===== src/rtl/mem_bridge_pkg.sv =====
// Shared FSM state type and byte-lane helpers for mem_bridge.
package mem_bridge_pkg;

   typedef enum logic [1:0] {StIdle, StRd, StWr, StWdone} state_e;

   function automatic logic [3:0] lane_be(input logic [1:0] lane);
      return 4'b0001 << lane;
   endfunction

   function automatic logic [7:0] byte_sel(input logic [31:0] word, input logic [1:0] lane);
      return word[{lane, 3'b000} +: 8];
   endfunction

endpackage


===== src/rtl/mem_bridge_wbuf.sv =====
// One-entry posted write buffer; used by mem_bridge only when MEM_BRIDGE_WBUF_EN is defined.
module mem_bridge_wbuf
   import mem_bridge_pkg::*;
(
   input  logic        clk_i,
   input  logic        rst_ni,
   input  logic        push_i,
   input  logic        pop_i,
   input  logic [29:0] addr_i,
   input  logic [1:0]  lane_i,
   input  logic [7:0]  data_i,
   output logic        full_o,
   output logic [29:0] addr_o,
   output logic [1:0]  lane_o,
   output logic [7:0]  data_o
);

   logic        valid_q;
   logic [29:0] addr_q;
   logic [1:0]  lane_q;
   logic [7:0]  data_q;

   // A push in the same cycle as the pop refills the entry.
   always_ff @(posedge clk_i or negedge rst_ni) begin
      if (!rst_ni) begin
         valid_q <= 1'b0;
         addr_q  <= '0;
         lane_q  <= '0;
         data_q  <= '0;
      end else if (push_i) begin
         valid_q <= 1'b1;
         addr_q  <= addr_i;
         lane_q  <= lane_i;
         data_q  <= data_i;
      end else if (pop_i) begin
         valid_q <= 1'b0;
      end
   end

   assign full_o = valid_q;
   assign addr_o = addr_q;
   assign lane_o = lane_q;
   assign data_o = data_q;

endmodule


===== src/rtl/mem_bridge.sv =====
// CPU byte bus to 32-bit word memory bridge with a one-word read line buffer.
// Define MEM_BRIDGE_WBUF_EN to add a one-entry posted write buffer.
module mem_bridge
   import mem_bridge_pkg::*;
(
   input  logic        clock,
   input  logic        reset_n,
   input  logic [31:0] address,
   input  logic [7:0]  cpu_out,
   input  logic        cpu_we,
   output logic [7:0]  cpu_in,
   output logic        ce,
   output logic [29:0] mem_addr,
   output logic        mem_req,
   output logic        mem_we,
   output logic [3:0]  mem_be,
   output logic [31:0] mem_wdata,
   input  logic [31:0] mem_rdata,
   input  logic        mem_ack
);

   state_e      state_q, state_d;
   logic        lv_q;
   logic [29:0] ltag_q;
   logic [31:0] ldata_q, ldata_d;
   logic        req_q, we_q;
   logic [3:0]  be_q;
   logic [29:0] addr_q;
   logic [31:0] wdata_q;

   logic        hit, ce_c, start_rd, start_wr, load_line, wt_en;
   logic [29:0] wr_tag;
   logic [1:0]  wr_lane;
   logic [7:0]  wr_byte;

`ifdef MEM_BRIDGE_WBUF_EN
   logic        wb_full, wb_push, wb_pop;
   logic [29:0] wb_addr;
   logic [1:0]  wb_lane;
   logic [7:0]  wb_data;

   mem_bridge_wbuf u_wbuf (
      .clk_i  (clock),
      .rst_ni (reset_n),
      .push_i (wb_push),
      .pop_i  (wb_pop),
      .addr_i (address[31:2]),
      .lane_i (address[1:0]),
      .data_i (cpu_out),
      .full_o (wb_full),
      .addr_o (wb_addr),
      .lane_o (wb_lane),
      .data_o (wb_data)
   );
`endif

   assign hit       = lv_q && (ltag_q == address[31:2]);
   assign cpu_in    = byte_sel(ldata_q, address[1:0]);
   assign ce        = ce_c & reset_n;
   assign mem_req   = req_q;
   assign mem_we    = we_q;
   assign mem_be    = be_q;
   assign mem_addr  = addr_q;
   assign mem_wdata = wdata_q;

   always_comb begin
      state_d   = state_q;
      ce_c      = 1'b0;
      start_rd  = 1'b0;
      start_wr  = 1'b0;
      load_line = 1'b0;
      wt_en     = 1'b0;
      wr_tag    = address[31:2];
      wr_lane   = address[1:0];
      wr_byte   = cpu_out;
`ifdef MEM_BRIDGE_WBUF_EN
      wb_push   = 1'b0;
      wb_pop    = 1'b0;
`endif
      unique case (state_q)
         StIdle: begin
`ifdef MEM_BRIDGE_WBUF_EN
            if (wb_full) begin
               // Drain before anything else reaches memory; read hits still complete.
               ce_c     = !cpu_we && hit;
               start_wr = 1'b1;
               wr_tag   = wb_addr;
               wr_lane  = wb_lane;
               wr_byte  = wb_data;
               state_d  = StWr;
            end else if (cpu_we) begin
               ce_c    = 1'b1;
               wb_push = 1'b1;
               wt_en   = 1'b1;
            end else if (hit) begin
               ce_c = 1'b1;
            end else begin
               start_rd = 1'b1;
               state_d  = StRd;
            end
`else
            if (cpu_we) begin
               start_wr = 1'b1;
               state_d  = StWr;
            end else if (hit) begin
               ce_c = 1'b1;
            end else begin
               start_rd = 1'b1;
               state_d  = StRd;
            end
`endif
         end
         StRd: begin
            if (mem_ack) begin
               load_line = 1'b1;
               state_d   = StIdle;
            end
         end
         StWr: begin
`ifdef MEM_BRIDGE_WBUF_EN
            if (mem_ack) begin
               wb_pop  = 1'b1;
               state_d = StIdle;
               if (cpu_we) begin
                  ce_c    = 1'b1;
                  wb_push = 1'b1;
                  wt_en   = 1'b1;
               end else begin
                  ce_c = hit;
               end
            end else begin
               ce_c = !cpu_we && hit;
            end
`else
            if (mem_ack) state_d = StWdone;
`endif
         end
         StWdone: begin
`ifndef MEM_BRIDGE_WBUF_EN
            ce_c  = 1'b1;
            wt_en = 1'b1;
`endif
            state_d = StIdle;
         end
      endcase
   end

   // Write-through: the CPU still presents the completing write's address and byte.
   always_comb begin
      ldata_d = ldata_q;
      if (load_line) begin
         ldata_d = mem_rdata;
      end else if (wt_en && hit) begin
         ldata_d[{address[1:0], 3'b000} +: 8] = cpu_out;
      end
   end

   always_ff @(posedge clock or negedge reset_n) begin
      if (!reset_n) begin
         state_q <= StIdle;
         lv_q    <= 1'b0;
         ltag_q  <= '0;
         ldata_q <= '0;
         req_q   <= 1'b0;
         we_q    <= 1'b0;
         be_q    <= '0;
         addr_q  <= '0;
         wdata_q <= '0;
      end else begin
         state_q <= state_d;
         ldata_q <= ldata_d;
         if (load_line) begin
            lv_q   <= 1'b1;
            ltag_q <= addr_q;
         end
         if (start_rd) begin
            req_q  <= 1'b1;
            we_q   <= 1'b0;
            be_q   <= 4'hF;
            addr_q <= address[31:2];
         end else if (start_wr) begin
            req_q   <= 1'b1;
            we_q    <= 1'b1;
            be_q    <= lane_be(wr_lane);
            addr_q  <= wr_tag;
            wdata_q <= {4{wr_byte}};
         end else if (mem_ack) begin
            req_q <= 1'b0;
         end
      end
   end

endmodule


===== config.mk =====
export PLATFORM = sky130hd
export DESIGN_NAME = mem_bridge
export DESIGN_NICKNAME = d
export VERILOG_FILES = /design/src/rtl/mem_bridge_pkg.sv /design/src/rtl/mem_bridge_wbuf.sv /design/src/rtl/mem_bridge.sv
export SDC_FILE = /design/constraint.sdc
export NUM_CORES = 1
export LEC_CHECK = 0
export BUFFER_PORTS_ARGS = -buffer_cell sky130_fd_sc_hd__buf_2
export CORE_MARGIN = 3
export CORE_UTILIZATION = 57
export CTS_CLUSTER_DIAMETER = 50
export DETAILED_ROUTE_END_ITERATION = 7
export GPL_ROUTABILITY_DRIVEN = 0
export PLACE_DENSITY = 0.86
export SYNTH_ARGS = -nofsm -noshare
export SYNTH_HDL_FRONTEND = slang
export SYNTH_SLANG_ARGS = --single-unit

===== constraint.sdc =====
create_clock -name clock -period 9 [get_ports clock]
set_input_delay 2.7 -clock clock [delete_from_list [all_inputs] [get_ports clock]]
set_output_delay 2.7 -clock clock [all_outputs]
set_load 0.01 [all_outputs]

==> results of run 1 <==
[Yosys cell counts]
master / number / area, um2
dfrtp_1: 109 / 2730
mux2_2: 64 / 721
mux2i_1: 48 / 480
nand3_1: 30 / 150
buf_4: 24 / 180
xor2_1: 16 / 140
xnor2_1: 14 / 123
inv_1: 12 / 45.0
ha_1: 9 / 113
a221o_1: 8 / 80.1
and3_1: 8 / 50.1
buf_1: 8 / 30.0
mux4_2: 8 / 180
clkbuf_1: 7 / 26.3
a21oi_1: 6 / 30.0
nor2_1: 6 / 22.5
nand2_1: 5 / 18.8
buf_6: 4 / 45.0
mux2_1: 4 / 45.0
nand2b_1: 4 / 25.0
nor4_1: 4 / 25.0
nand4_1: 3 / 18.8
nor4_4: 3 / 63.8
a32oi_1: 2 / 17.5
or4_1: 2 / 15.0
a21boi_0: 1 / 7.51
a22o_1: 1 / 8.76
and2_1: 1 / 6.26
nor2b_1: 1 / 6.26
nor4_2: 1 / 12.5
o21ai_0: 1 / 5.00
o21bai_1: 1 / 7.51
o31ai_1: 1 / 7.51
o41a_1: 1 / 11.3
o41ai_1: 1 / 8.76
o41ai_4: 1 / 27.5
[kinds of logic after synthesis]
kind of cell | Yosys count
AOI/OAI and AO/OA | 24
xor gates and xnor gates | 30
adders and majority gates | 9
buffers and inverters | 55
DFF | 109
muxes | 124
and+or+nand+nor | 68
[registers in the layout, indices dropped and copies added (netlist names)]
signal     cells
ltag_q        30
lv_q           1
state_q        2
ldata_q       32
mem_wdata      8
mem_we         1
mem_be         4
mem_addr      30
mem_req        1
[metrics by stage]
step / power, mW / hold WS [ns]
finish: 2.12 / 0.485
global route: 2.27 / 0.526
CTS: 2.14 / 0.496
detailed placement: 1.84 / 0.464
global placement: 1.79 / 0.456
floorplan: 1.58 / 0.434
[where the power goes]
part / internal (mW) / switching (mW) / total (mW)
Combinational: 0.478 / 0.437 / 0.916
Clock: 0.117 / 0.182 / 0.298
Sequential: 0.739 / 0.166 / 0.905
[area by class of cell]
type | count | area, um2 | area share, %
Tap cell | 129 | 161 | 2.54
Timing Repair Buffer | 155 | 786 | 12.4
Clock buffer | 10 | 138 | 2.17
Multi-Input combinational cell | 255 | 2430 | 38.3
Inverter | 12 | 45.0 | 0.709
Sequential cell | 109 | 2730 | 42.9
Clock inverter | 6 | 60.1 | 0.946
[final timing paths]
path	slack (ns)	from	cells past startpoint	endpoint
worst min register to register	0.48	lv_q	1	lv_q
worst max register to register	5.76	ltag_q[14]	6	mem_addr[7]
max in group asynchronous	5.42	reset_n	2	ldata_q[9]
worst min-delay path	0.48	lv_q	1	lv_q
worst max-delay path	1.39	address[16]	7	ce
min in group asynchronous	2.31	reset_n	1	mem_wdata[23]
[cells in the final DEF (no fill, tap or decap), types with 2 or more instances in the layout]
cell / count
xor2_1: 16
nand2_1: 4
ha_1: 9
buf_2: 151
xnor2_1: 14
nand2b_1: 4
mux4_2: 8
mux2_1: 4
a221o_1: 8
a32oi_1: 2
nand3_1: 30
inv_1: 12
nor4_4: 3
nand4_1: 3
inv_8: 3
clkbuf_8: 10
mux2_2: 64
nor2_1: 6
nor4_1: 4
or4_1: 2
and3_1: 8
dfrtp_1: 109
inv_6: 2
mux2i_1: 48
a21oi_1: 5
buf_4: 4
[layer usage]
metal	global-route usage (%)	up-vias	wire length [um]
met5	0	-	0
met4	8.83	0	138
met3	6.83	17	1010
met2	39.0	163	6140
met1	29.6	1856	5050
li1	-	1732	-
[critical path, delay by kind of cell]
family	cells	cell delay, ns
AO/OA/AOI/OAI	1	0.20
AND/OR/NAND/NOR	3	1.58
buffers and inverters	2	0.27
XOR/XNOR	1	0.16
==> reports/metrics.yaml, run 1 <==
grt_antenna_before_repair: 0
layout-drive-gt1-share_pct: 45.7
crit_chain: "buf_2 -> xnor2_1 -> nand3_1 -> or4_1 -> or4_1 -> a21oi_1 -> buf_2"
synth-seq-cells: 109
drc: 0
grt_max_degree: 67
synth_cell_types: 36
avgSynthCellArea_um2: 13.1
grt_pass1_wl_um: 20400
n_antenna_cell: 0
ant_nets: 0
drt-initial-drc-count: 175
tightest_slew_ns: 1.01
cp_max_fo: 9
crit_path_end_kind: "output port"
ys_seq_area_share_pct: 49.8
critPathArrivalTime_ns: 4.91
yosysWarnings: 0
via_per_inst: 5.57
crit_path_start_kind: "primary input"
timing.final.ws_setup_ns: 1.39
clock_latency_ns: 0.37
ioPinCount: 153
numPlacedInstances: 660
finalHoldViolCount: 0
critical_path_class: "in -> out"
final_cell_count_no_fill: 676
drv_cap: 0
grt_pass1_vias: 4042
min_period_ns: 7.61
core_area_mm2: 0.00928
start_util_pct: 59.0
rows: 35
synth_nets: 504
ir_drop_v: 0.000182
clock-sinks: 109
die-area_mm2: 0.0108
hold_path_class: "reg -> reg"
cp_slowest_cell: "or4_1"
final-setup-viol-count: 0
synth_compound_area_share_pct: 3.86
maxSlewHeadroom_pct: 32.7
die_w_um: 104
grt_overflow_total: 0
cts_buffer_depth: 2
hpwl_um: 8890
crit_required_ns: 6.30
min_period_over_period_pct: 84.5
synth_top_family_by_area: "multiplexers"
cts_tree: "yes"
max_stage_delay_ns: 0.82
synth_xor_xnor_area_share_pct: 4.79
nets: 627
dieHeight_um: 104
utilization_pct: 68.4
leakage_nw: 3.05
powerDensity_mw_per_mm2: 334
synthCells: 419
fin_tns_setup_ns: 0
fin_area_mm2: 0.00635
cts-root-buf: "clkbuf_8"
htree_levels: 3
post_cts_buffers: 0
status: "completed"
placed_area_mm2: 0.00615
n_fill_cell: 727
pre_cts_slack_ns: 1.40
via_count: 3768
synthMuxAreaShare_pct: 26.0
yosys.area_share.adder_pct: 2.05
cts_resized: 0
finClkSkew_ns: 0.0136
grt_usage_pct: 23.6
port_buffers: 152
syn_to_final_growth_pct: 15.9
fmax_mhz: 131
dr.pass1.iters: 5
rsz0062_at_grt: "false"
slew_violations: 0
clk_pin_slew_worst_paths_ns: 0.11
holdBufCountCts: 0
wl_per_cell_um: 18.3
cts_buffers: 9
routed_wl_um: 12300
synth_area_mm2: 0.00548
synth-simple-area-share_pct: 7.56
Power figures use the tool's default switching activity.
==> inputs of run 2 (changes only) <==
--- a/config.mk
+++ b/config.mk
@@ -7,11 +7,11 @@
 export LEC_CHECK = 0
 export BUFFER_PORTS_ARGS = -buffer_cell sky130_fd_sc_hd__buf_2
 export CORE_MARGIN = 3
-export CORE_UTILIZATION = 57
+export CORE_UTILIZATION = 53
 export CTS_CLUSTER_DIAMETER = 50
 export DETAILED_ROUTE_END_ITERATION = 7
 export GPL_ROUTABILITY_DRIVEN = 0
-export PLACE_DENSITY = 0.86
+export PLACE_DENSITY = 0.81
 export SYNTH_ARGS = -nofsm -noshare
 export SYNTH_HDL_FRONTEND = slang
 export SYNTH_SLANG_ARGS = --single-unit
==> constraint.sdc (replaced) <==
create_clock -name clock -period 7.31 [get_ports clock]
set_input_delay 2.193 -clock clock [delete_from_list [all_inputs] [get_ports clock]]
set_output_delay 2.193 -clock clock [all_outputs]
set_load 0.01 [all_outputs]
==> reports/metrics.yaml, run 2 (synthesis gave the netlist of run 1 again) <==
ioPinCount: 153
final-setup-viol-count: 0
dieHeight_um: 108
grt_max_degree: 61
rsz0062_at_grt: "false"
post_cts_buffers: 0
drt-initial-drc-count: 182
top_layer: "met4"
cts_resized: 0
cts_buffer_depth: 2
crit_chain: "buf_2 -> xnor2_1 -> nand4_1 -> or4_1 -> buf_4 -> or4_1 -> a21oi_1 -> buf_2"
grt_usage_pct: 21.6
wl_met1_um: 5000
cp_max_fo: 9
grt_antenna_before_repair: 0
clock-sinks: 109
core_area_mm2: 0.00991
leakage_nw: 3.06
nets: 628
numPlacedInstances: 665
largest_reg_flops: 32
crit_path_start_kind: "primary input"
clk_pin_slew_worst_paths_ns: 0.10
hpwl_um: 8790
drc: 0
timing.final.ws_setup_ns: 0.853
n_fill_cell: 820
grt_overflow_total: 0
clock_latency_ns: 0.39
slew_violations: 0
wl_met2_um: 6180
register_area_mm2: 0.00273
status: "completed"
min_period_ns: 6.46
multiInputGateArea_mm2: 0.00244
fin_tns_setup_ns: 0
finClkSkew_ns: 0.0129
rows: 36
power.total_mw: 2.63
critical_path_class: "in -> out"
n_antenna_cell: 0
tightest_slew_ns: 1.06
routed_wl_um: 12400
min_period_over_period_pct: 88.3
layout-drive-gt1-share_pct: 45.8
port_buffers: 152
top_register: "ldata_q"
powerDensity_mw_per_mm2: 411
critPathArrivalTime_ns: 4.26
cts-root-buf: "clkbuf_8"
max_stage_delay_ns: 0.57
grt_pass1_vias: 3788
grt_pass1_wl_um: 19200
die-area_mm2: 0.0116
holdBufCountCts: 0
fin_area_mm2: 0.00638
syn_to_final_growth_pct: 16.4
cts_tree: "yes"
via_count: 3805
cp_slowest_cell: "or4_1"
cts_buffers: 9
maxSlewHeadroom_pct: 29.6
final_cell_mix: "151 x buf_2, 109 x dfrtp_1, 64 x mux2_2"
htree_levels: 3
ir_drop_v: 0.000232
final_cell_count_no_fill: 681
finalHoldViolCount: 0
via_per_inst: 5.59
crit_path_end_kind: "output port"
hold_path_class: "reg -> reg"
final_common_cell: "buf_2"
start_util_pct: 55.3
drv_cap: 0
ant_nets: 0
dr_wl_met3_um: 1100
die_w_um: 108
crit_required_ns: 5.12
placed_area_mm2: 0.00617
fmax_mhz: 155
pre_cts_slack_ns: 0.841
dr.pass1.iters: 5
wl_per_cell_um: 18.2
## run 2: per-stage QoR
step           hold WS, ns  utilization [%]
2_1_floorplan        0.434                -
3_3_place_gp         0.449             62.3
3_5_place_dp         0.453             62.3
4_1_cts              0.482             64.4
5_1_grt              0.517             64.4
6_report             0.478             64.4
## run 2: critical path, delay by kind of cell
kind,cells,cell delay (ns)
and+or+nand+nor,3,1.23
buffers and inverters,3,0.48
AOI/OAI and AO/OA,1,0.18
xor gates and xnor gates,1,0.17
## run 2: routing by layer
layer	up-vias	GRT usage, %
met1	1901	27.2
met3	16	7.14
met4	0	4.69
met2	159	36.5
li1	1729	-
met5	-	0
## run 2: report_power, final
part	switching (mW)	internal (mW)
Combinational	0.536	0.590
Clock	0.221	0.168
Sequential	0.202	0.910
Total	0.959	1.67
## run 2: path summary, 6_finish.rpt
path                        startpoint       endpoint  slack (ns)  cells past startpoint
max                        address[22]             ce        0.85                      8
min                               lv_q           lv_q        0.48                      1
max reg2reg                 state_q[1]     ldata_q[5]        4.28                      6
min reg2reg                       lv_q           lv_q        0.48                      1
max in group asynchronous      reset_n   mem_addr[25]        4.26                      2
min in group asynchronous      reset_n  mem_wdata[24]        1.84                      1
## run 2: area by class of cell
cell class / instances / area share (%)
Timing Repair Buffer: 156 / 12.4
Inverter: 12 / 0.706
Sequential cell: 109 / 42.7
Clock inverter: 7 / 1.37
Tap cell: 133 / 2.61
Clock buffer: 9 / 1.94
Multi-Input combinational cell: 255 / 38.2
==> inputs of run 3 (changes only) <==
--- a/config.mk
+++ b/config.mk
@@ -5,13 +5,13 @@
 export SDC_FILE = /design/constraint.sdc
 export NUM_CORES = 1
 export LEC_CHECK = 0
-export BUFFER_PORTS_ARGS = -buffer_cell sky130_fd_sc_hd__buf_2
 export CORE_MARGIN = 3
-export CORE_UTILIZATION = 53
+export CORE_UTILIZATION = 64
 export CTS_CLUSTER_DIAMETER = 50
 export DETAILED_ROUTE_END_ITERATION = 7
+export DONT_BUFFER_PORTS = 1
 export GPL_ROUTABILITY_DRIVEN = 0
-export PLACE_DENSITY = 0.81
+export PLACE_DENSITY = 0.8
 export SYNTH_ARGS = -nofsm -noshare
 export SYNTH_HDL_FRONTEND = slang
 export SYNTH_SLANG_ARGS = --single-unit
==> constraint.sdc (replaced) <==
create_clock -name clock -period 7.31 [get_ports clock]
set_input_delay 1.462 -clock clock [delete_from_list [all_inputs] [get_ports clock]]
set_output_delay 1.462 -clock clock [all_outputs]
set_load 0.01 [all_outputs]
==> reports/metrics.yaml, run 3 (synthesis gave the netlist of run 1 again) <==
status: "completed"
ant_nets: 0
timing.rr.start: "ltag_q[17]"
final_common_cell: "dfrtp_1"
min_period_over_period_pct: 67.6
ioPinCount: 153
crit_required_ns: 5.85
slew_violations: 0
cp_slowest_cell: "or4_1"
die_w_um: 98.5
maxSlewHeadroom_pct: 20.1
finClkSkew_ns: 0.0131
powerDensity_mw_per_mm2: 424
post_cts_buffers: 0
cts_buffer_depth: 2
rows: 33
wl_per_cell_um: 22.6
met1_usage_pct: 30.9
drt-initial-drc-count: 120
top_register: "ldata_q"
path_common_cell: "or4_1"
drc: 0
reg2reg_depth: 6
hold_path_class: "reg -> reg"
max_stage_delay_ns: 0.81
nets: 474
critPathArrivalTime_ns: 3.48
die-area_mm2: 0.00971
via_count: 3195
grt_antenna_before_repair: 0
drv_cap: 0
fmax_mhz: 202
critical_path_class: "in -> out"
register_area_mm2: 0.00273
r2r-end: "mem_addr[20]"
dr.pass1.iters: 4
grt_usage_pct: 23.9
hp-start: "lv_q"
grt_pass1_vias: 3422
critPathTopFamily: "simple AND/OR/NAND/NOR gates"
n_fill_cell: 622
grt_max_degree: 111
crit_chain: "xnor2_1 -> nand3_1 -> or4_1 -> or4_1 -> a21oi_1"
cts-root-buf: "clkbuf_8"
grt_overflow_total: 0
final-setup-viol-count: 0
core_area_mm2: 0.00826
port_buffers: 0
path_buf_inv: 0
crit_path_end_kind: "output port"
multiInputGateArea_mm2: 0.00243
start_util_pct: 66.4
whs_ns: 0.496
tightest_slew_ns: 1.19
holdBufCountCts: 0
final_cell_mix: "109 x dfrtp_1, 64 x mux2_2, 48 x mux2i_1"
holdPathEnd: "lv_q"
via_per_inst: 6.40
largest_reg_flops: 32
leakage_nw: 2.43
ir_drop_v: 0.000216
grt_use_met2_pct: 38.5
grt_pass1_wl_um: 18300
cts_resized: 0
clk_pin_slew_worst_paths_ns: 0.09
clock_latency_ns: 0.37
layout-drive-gt1-share_pct: 24.6
syn_to_final_growth_pct: 1.19
cts_tree: "yes"
finalHoldViolCount: 0
htree_levels: 3
top_usage_layer: "met2"
fin_tns_setup_ns: 0
r2r_slack_ns: 3.77
cp_max_fo: 9
min_period_ns: 4.94
rsz0062_at_grt: "false"
clock-sinks: 109
cts_buffers: 9
crit_path_start_kind: "primary input"
dieHeight_um: 98.5
min_path_cells: 1
routed_wl_um: 11300
grt_use_met3_pct: 9.06
n_antenna_cell: 0
hpwl_um: 7790
-- run 3: cell types whose count changed in the layout (fill, tap and decap cells not counted) --
cell | before | now
buf_2 | 151 | 0
buf_4 | 5 | 2
bufinv_16 | 1 | 0
clkbuf_8 | 9 | 11
clkinv_4 | 1 | 3
clkinvlp_4 | 0 | 1
inv_6 | 3 | 1
inv_8 | 2 | 0
nand2_2 | 0 | 1
nand2_4 | 1 | 0
-- run 3: final cells by class --
cell class	instances	area share (%)
Clock buffer	11	2.73
Clock inverter	5	0.767
Sequential cell	109	49.2
Multi-Input combinational cell	255	43.9
Inverter	12	0.812
Timing Repair Buffer	2	0.271
Tap cell	105	2.37
-- run 3: worst max-delay path by stage --
stage,from,end,slack [ns],cells after the start
2_1_floorplan,address[22],ce,2.69,6
3_3_place_gp,address[25],ce,2.31,5
3_5_place_dp,address[19],ce,2.33,5
4_1_cts,address[25],ce,2.33,5
5_1_grt,address[22],ce,2.27,5
6_report,address[19],ce,2.37,5
-- run 3: report_power, final --
group	internal (mW)	switching, mW
Combinational	0.434	0.331
Clock	0.146	0.206
Sequential	0.909	0.327
Total	1.49	0.864
-- run 3: per-layer routing --
metal,vias to the layer above,part of all wire (%)
met2,131,49
met5,-,0
met1,1627,40
li1,1422,-
met3,15,9.3
met4,0,1.6
-- run 3: per-stage QoR --
| step | total power [mW] | setup WS (ns) | util [%] | area, um2 | std cells |
|---|---|---|---|---|---|
| floorplan | 1.94 | 2.69 | - | 5480 | 419 |
| global placement | 1.98 | 2.31 | 64.8 | 5350 | 483 |
| detailed placement | 2.02 | 2.33 | 64.8 | 5350 | 483 |
| CTS | 2.37 | 2.33 | 67.2 | 5550 | 499 |
| global route | 2.51 | 2.27 | 67.2 | 5550 | 499 |
| finish | 2.35 | 2.37 | 67.2 | 5550 | 499 |
